### src/rtl/dmem_pair_reader.sv
// dmem_pair_reader: issues one dual read per cycle against the dual-read data
// memory and streams the returned word pairs out through a small FIFO.
// Port A reads base+4*i; port B reads base+4*i+offset, which the memory forms
// from Address+WriteData.
module dmem_pair_reader #(
    parameter int CNT_W     = 10,
    parameter int OUT_DEPTH = 2
) (
    input  logic             Clk,
    input  logic             Reset,
    input  logic             start,
    input  logic [31:0]      base_addr,
    input  logic [31:0]      offset,
    input  logic [CNT_W-1:0] length,
    output logic             busy,
    output logic             done,
    output logic [31:0]      EX_MEM_Address,
    output logic [31:0]      EX_MEM_WriteData,
    output logic             EX_MEM_MemRead,
    output logic             EX_MEM_MemWrite,
    output logic             EX_MEM_HalfControl,
    output logic             EX_MEM_ByteControl,
    input  logic [31:0]      MEM_ReadData_A,
    input  logic [31:0]      MEM_ReadData_B,
    output logic             out_valid,
    input  logic             out_ready,
    output logic [31:0]      out_data_a,
    output logic [31:0]      out_data_b,
    output logic [CNT_W-1:0] out_index,
    output logic             out_last
);

    localparam int PTR_W  = (OUT_DEPTH > 1) ? $clog2(OUT_DEPTH) : 1;
    localparam int CNT_FW = $clog2(OUT_DEPTH + 1);

    typedef enum logic [1:0] {
        S_IDLE,
        S_ISSUE,
        S_DRAIN
    } state_t;

    state_t             state, next_state;
    logic [31:0]        base_q;
    logic [31:0]        off_q;
    logic [CNT_W-1:0]   len_q;
    logic [CNT_W-1:0]   idx;
    logic [31:0]        last_addr;
    logic               zero_done;

    // Output FIFO storage and bookkeeping
    logic [31:0]        fifo_a    [OUT_DEPTH];
    logic [31:0]        fifo_b    [OUT_DEPTH];
    logic [CNT_W-1:0]   fifo_idx  [OUT_DEPTH];
    logic               fifo_last [OUT_DEPTH];
    logic [PTR_W-1:0]   wr_ptr;
    logic [PTR_W-1:0]   rd_ptr;
    logic [CNT_FW-1:0]  fcount;

    logic               fifo_full;
    logic               issue;
    logic               pop;
    logic               is_last_idx;
    logic               done_drain;
    logic [31:0]        issue_addr;

    // Issue decisions depend only on registered state, idx and FIFO count,
    // so neither out_ready nor start reaches the memory outputs combinationally.
    assign fifo_full   = (fcount == CNT_FW'(OUT_DEPTH));
    assign issue       = (state == S_ISSUE) && !fifo_full;
    assign is_last_idx = (idx == len_q - CNT_W'(1));
    assign issue_addr  = base_q + 32'({idx, 2'b00});
    assign pop         = out_valid && out_ready;

    assign busy               = (state != S_IDLE);
    assign done               = done_drain || zero_done;
    assign EX_MEM_MemRead     = issue;
    assign EX_MEM_Address     = issue ? issue_addr : last_addr;
    assign EX_MEM_WriteData   = off_q;
    assign EX_MEM_MemWrite    = 1'b0;
    assign EX_MEM_HalfControl = 1'b0;
    assign EX_MEM_ByteControl = 1'b0;

    assign out_valid  = (fcount != '0);
    assign out_data_a = fifo_a[rd_ptr];
    assign out_data_b = fifo_b[rd_ptr];
    assign out_index  = fifo_idx[rd_ptr];
    assign out_last   = fifo_last[rd_ptr];

    // Next-state logic and the end-of-run done pulse
    always_comb begin
        // NOTE: every signal gets a default first so no path leaves it unassigned (no latch).
        next_state = state;
        done_drain = 1'b0;
        case (state)
            S_IDLE: begin
                if (start && (length != '0)) begin
                    next_state = S_ISSUE;
                end
            end
            S_ISSUE: begin
                if (issue && is_last_idx) begin
                    next_state = S_DRAIN;
                end
            end
            S_DRAIN: begin
                if (fcount == '0) begin
                    done_drain = 1'b1;
                    next_state = S_IDLE;
                end
            end
            default: next_state = S_IDLE;
        endcase
    end

    // Control state: FSM, run parameters, pair index, FIFO pointers and count
    always_ff @(posedge Clk) begin
        // NOTE: sequential state uses non-blocking assignments so every register sees pre-edge values.
        if (Reset) begin
            state     <= S_IDLE;
            base_q    <= '0;
            off_q     <= '0;
            len_q     <= '0;
            idx       <= '0;
            last_addr <= '0;
            zero_done <= 1'b0;
            wr_ptr    <= '0;
            rd_ptr    <= '0;
            fcount    <= '0;
        end else begin
            state     <= next_state;
            zero_done <= (state == S_IDLE) && start && (length == '0);

            if ((state == S_IDLE) && start && (length != '0)) begin
                base_q <= base_addr;
                off_q  <= offset;
                len_q  <= length;
                idx    <= '0;
            end

            if (issue) begin
                idx       <= idx + CNT_W'(1);
                last_addr <= issue_addr;
                wr_ptr    <= wr_ptr + PTR_W'(1);
            end

            if (pop) begin
                rd_ptr <= rd_ptr + PTR_W'(1);
            end

            case ({issue, pop})
                2'b10:   fcount <= fcount + CNT_FW'(1);
                2'b01:   fcount <= fcount - CNT_FW'(1);
                default: fcount <= fcount;
            endcase
        end
    end

    // Capture the returned word pair at the edge that ends its issue cycle
    always_ff @(posedge Clk) begin
        // NOTE: FIFO storage is not reset; the count alone decides which entries are meaningful.
        if (issue) begin
            fifo_a[wr_ptr]    <= MEM_ReadData_A;
            fifo_b[wr_ptr]    <= MEM_ReadData_B;
            fifo_idx[wr_ptr]  <= idx;
            fifo_last[wr_ptr] <= is_last_idx;
        end
    end

endmodule

### config.mk
export PLATFORM = sky130hd
export DESIGN_NAME = dmem_pair_reader
export DESIGN_NICKNAME = d
export VERILOG_FILES = /design/src/rtl/dmem_pair_reader.sv
export SDC_FILE = /design/constraint.sdc
export NUM_CORES = 1
export LEC_CHECK = 0
export ABC_AREA = 1
export BUFFER_PORTS_ARGS = -buffer_cell sky130_fd_sc_hd__buf_2
export CAP_MARGIN = 20
export CORE_UTILIZATION = 40
export CTS_CLUSTER_DIAMETER = 150
export DETAILED_ROUTE_END_ITERATION = 7
export PLACE_DENSITY_LB_ADDON = 0.12
export SYNTH_ARGS = -nofsm -noshare
export SYNTH_HDL_FRONTEND = slang
export SYNTH_SLANG_ARGS = --single-unit
### constraint.sdc
create_clock -name Clk -period 9.6 [get_ports Clk]
set_input_delay 1.44 -clock Clk [delete_from_list [all_inputs] [get_ports Clk]]
set_output_delay 1.44 -clock Clk [all_outputs]
set_load 0.02 [all_outputs]
**Word level (Yosys, flattened, before mapping)**

Memory sizes are Yosys's and may differ from the RTL's. A register that Yosys moved wholly into a read port is not among the register bits.
Cells that the tools add are included.

- Register bits: 123
- RAM bits: 150
- Bits of input ports: 142
- Logic and storage cells: 68
- Memories: 4

- $add $sub $neg: 7
- Equality and inequality tests: 9
- Mux-type cells: 20
- Reductions and logical operators: 18

Memories:

| name | depth | bits a word | rd ports | clocked after Yosys merged registers in | write ports | line | RTL |
|---|---|---|---|---|---|---|---|
| fifo_a | 2 | 32 | 1 | 1 | 1 | 51 | `logic [31:0] fifo_a [OUT_DEPTH];` |
| fifo_b | 2 | 32 | 1 | 1 | 1 | 52 | `logic [31:0] fifo_b [OUT_DEPTH];` |
| fifo_idx | 2 | 10 | 1 | 1 | 1 | 53 | `logic [CNT_W-1:0] fifo_idx [OUT_DEPTH];` |
| fifo_last | 2 | 1 | 1 | 1 | 1 | 54 | `logic fifo_last [OUT_DEPTH];` |

Operators by type and width:

| cell | count |
|---|---|
| 32-bit by 12-bit adder with 32-bit output | 1 |
| 32-bit two-way mux | 1 |
| 10-bit two-way mux | 2 |
| 1-bit two-way mux | 12 |
| 10-bit by 1-bit adder with 10-bit output (second input constant) | 1 |
| 10-bit equality test | 1 |
| 10-bit zero test | 1 |
| 10-bit nonzero test | 1 |
| 10-bit by 1-bit subtractor with 10-bit output (second input constant) | 1 |
| 2-bit nonzero test | 4 |
| 1-bit logical AND | 7 |
| 2-bit equality test (second input constant) | 3 |
| 2-bit two-way mux | 3 |
| 2-bit one-hot mux with 3 select lines | 1 |
| 2-bit by 1-bit equality test with 1-bit output (second input constant) | 2 |
| 2-bit zero test | 2 |
| 2-bit != test (second input constant) | 2 |
| 2-bit one-hot mux with 2 select lines | 1 |
| 3-bit AND reduction | 1 |
| 1-bit adder (second input constant) | 2 |
| 2-bit by 1-bit adder with 2-bit output (second input constant) | 1 |
| 2-bit by 1-bit != test with 1-bit output (second input constant) | 1 |
| 2-bit by 1-bit subtractor with 2-bit output (second input constant) | 1 |
| 1-bit zero test | 1 |
| 1-bit logical OR | 1 |

**Longest topological paths before layout**

- Depth after elaboration: 6
- Mapped depth: 15
- Gate-level depth less buffers: 15

**Worst setup path after synthesis**

No wires, ideal clock.

- Path type: reg-to-reg
- From: register state[0]
- To: memory fifo_a[1][0], enable pin
- Arrival: 4.114 ns
- Setup slack: 4.976 ns
- Cell stages (with the launch flop): 8
- Period minus slack after synthesis: 4.624 ns
- Path through: dfxtp_1 > inv_1 > nor2_2 > inv_1 > nor2_4 > inv_2 > buf_2 > nor2_1

- Longest elaborated chain between the ends: 4

Ends and longest elaborated chain:

| item | line | RTL |
|---|---|---|
| start: declaration | 42 | `state_t state, next_state;` |
| start signal: assignment | 130 | `state <= next_state;` |
| 2-bit by 1-bit equality test with 1-bit output | 69 | `assign issue = (state == S_ISSUE) && !fifo_full;` |
| 1-bit logical AND | 69 |  |
| 1-bit two-way mux | 161 | `if (issue) begin` |
| 1-bit two-way mux (not written as such) | 162 | `fifo_a[wr_ptr] <= MEM_ReadData_A;` |
| end: declaration | 51 |  |

No other way between the ends.

**Final worst setup path**

- From: register idx[0]
- To: output EX_MEM_Address[20]

- Longest elaborated chain between the ends: 2

Ends and longest elaborated chain:

| item | line | RTL |
|---|---|---|
| start: declaration | 46 | `logic [CNT_W-1:0] idx;` |
| start signal: assignment | 141 | `idx <= idx + CNT_W'(1);` |
| 32-bit by 12-bit adder with 32-bit output | 71 | `assign issue_addr = base_q + 32'({idx, 2'b00});` |
| 32-bit two-way mux | n/a |  |
| end: declaration | 17 | `output logic [31:0] EX_MEM_Address,` |

No other way between the ends.

==> flow_metrics.py <==
metrics = {
    "route": {
        "first_pass_iters": 6,
        "ant_nets": 0,
        "drc_errors": 0,
        "vias": 8813,
        "wl_per_cell_um": 15.1,
        "initialDrtViolationCount": 536,
        "vias_per_cell": 4.79,
        "wl_um": 27800,
    },
    "synth": {
        "synth_cell_types": 45,
        "netlist_instances": 1156,
        "ys.flop_type": "edfxtp_1",
        "synth-edff-count": 150,
        "syn-cell-area_um2": 11700,
        "ys_async_sr_fraction_pct": 0,
        "syn_avg_cell_area_um2": 10.2,
        "ys_ff_latch": 274,
        "synth_seq_area_share_pct": 59.5,
        "ys_warn_count": 0,
    },
    "worst_hold_path": {
        "min_path_type": "reg2reg",
        "holdPathStages": 1,
    },
    "timing": {
        "setup_viol_count_final": 0,
        "final_max_slew_viol_count": 0,
        "tns_ns": 0,
        "period_minus_slack_ns": 4.31,
        "rsz0062_at_grt": "false",
        "hold_slack_ns": 0.454,
        "max_slew_margin_pct": 30.0,
        "finalHoldViolCount": 0,
        "fmax_mhz": 232,
        "fin_crit_sh_pct": 44.9,
        "finClkSkew_ns": 0.0138,
        "tightest_slew_ns": 1.05,
    },
    "flow_run": {
        "drv_cap": 0,
    },
    "status": {
        "outcome": "finished clean",
    },
    "clock_tree": {
        "cts_resized": 0,
        "post_cts_buffers": 0,
        "cts_buffers": 30,
        "cts_max_path_buffers": 3,
        "cts_root_buffer": "clkbuf_16",
        "cts_tree": "done",
        "cts.clk_slew.worst_paths_ns": 0.06,
        "cts.sink_count": 274,
        "holdBufCountCts": 0,
        "htree_num_levels": 1,
        "insertion_delay_ns": 0.55,
    },
    "floorplanning": {
        "die_h_um": 173,
        "design.core.area_um2": 28800,
        "die_area_um2": 30100,
        "start_util_pct": 40.8,
        "core.rowCount": 62,
        "fp.dieW_um": 173,
        "ios": 288,
    },
    "finish": {
        "stdcell_count": 1839,
        "n_fill_cell": 2772,
        "mostFrequentLayoutCell": "buf_2",
        "fin_util_pct": 50.0,
        "fin_area_um2": 14400,
        "drive_gt1_share_pct": 33.0,
        "area_growth_pct": 22.5,
        "most-common-layout-cells": "buf_2, nor2_1, edfxtp_1",
        "fin_nets": 1588,
    },
    "critical_path": {
        "r2r_cells": 5,
        "worstSetupEndpointType": "output pin",
        "cp-start-kind": "register",
        "required_ns": 8.16,
        "cp.arrival_ns": 2.87,
        "cp_max_fo": 9,
        "crit_type": "reg2out",
    },
    "global_route": {
        "antenna_found_initial": 1,
        "first_global_vias": 8617,
        "grt_max_degree": 79,
        "grt_util_all_layers_pct": 18.2,
        "grt_pass1_wl_um": 44400,
        "overflow": 0,
    },
    "power_and_ir_drop": {
        "peakVddDrop_uv": 134,
        "p_per_area_nw_per_um2": 223,
        "leakagePower_nw": 6.13,
    },
    "place": {
        "place_area_um2": 13500,
        "io_buffers": 284,
        "dp.cells": 1784,
        "place.gp.congestion": 0.859,
        "hpwl_um": 19000,
    },
}
through the flow:
step                      worst slack, ns  total power [mW]
after floorplan                      4.98              1.96
after global placement               5.40              2.20
after detailed placement             5.34              2.20
after CTS                            5.21              3.27
after global routing                 5.00              3.39
final                                5.29              3.21
report_power, final:
group	leakage, nW	internal (mW)	switching [mW]
combinational	3.27	0.273	0.454
clock	0.447	0.602	0.445
sequential	2.40	1.36	0.0805
per-layer routing:
layer / vias up / GRT usage (%) / share of wire [%]
li1: 4457 / - / -
met1: 4056 / 24.0 / 44
met2: 270 / 30.4 / 46
met3: 30 / 4.01 / 7.3
met4: 0 / 4.57 / 2.0
met5: - / 0 / 0
cell usage after synthesis, drive strengths merged (17+ instances only):
master	instances	share of area (%)
nor2	185	6.4
nand2	164	5.6
edfxtp	150	38
dfxtp	124	21
o21ai	118	5.2
inv	95	3.0
mux2	75	7.2
nand3	63	3.0
a21oi	51	2.2
buf	28	1.4
clkbuf	19	0.62
or2	17	0.91
layout make-up:
class,count,area [um^2],area share [%]
timing repair buffer,289,1460,10.1
sequential,274,6990,48.6
multi-input combinational,741,4190,29.1
clock buffer,41,832,5.78
clock inverter,13,73.8,0.513
inverter,96,360,2.50
antenna,1,2.50,0.0174
tap,384,480,3.34
flip-flops by register name, indices dropped and copies added, names as in the netlist, named ones only:
signal / count
last_addr: 32
state: 2
fifo_a: 64
fifo_b: 64
idx: 10
len_q: 10
fifo_last: 2
base_q: 32
wr_ptr: 1
zero_done: 1
EX_MEM_WriteData: 32
fcount: 2
rd_ptr: 1
fifo_idx: 20
worst max-delay path, cell delays in order (launching register included):
cell,delay (ns)
dfxtp_1,0.56
ha_1,0.32
fa_1,0.21
nand2_1,0.07
nand2_1,0.08
o21ai_2,0.08
o21ai_2,0.22
nand2_1,0.12
nand2_2,0.13
nand2_1,0.06
nand2_1,0.06
nand2_1,0.06
o21ai_2,0.12
inv_1,0.08
buf_2,0.16
worst paths after layout:
kind	slack [ns]	from	endpoint
min reg2reg	0.45	rd_ptr	register
max	5.29	idx[0]	EX_MEM_Address[20]
max reg2reg	6.64	fcount[0]	fifo_a[1][17]
min	0.45	rd_ptr	register
cells by family (layout without fill, tap and decap cells):
family / count (synthesis) / count (layout) / synth area share [%]
and+or+nand+nor: 458 / 458 / 17.7
DFF: 274 / 274 / 59.5
AOI/OAI and AO/OA: 176 / 176 / 7.90
buffers and inverters: 143 / 439 / 5.04
muxes: 75 / 75 / 7.19
xor gates and xnor gates: 15 / 15 / 1.12
adders and majority gates: 14 / 14 / 1.56
other: 1 / 4 / 0.0319
Power figures use the tool's default switching activity.
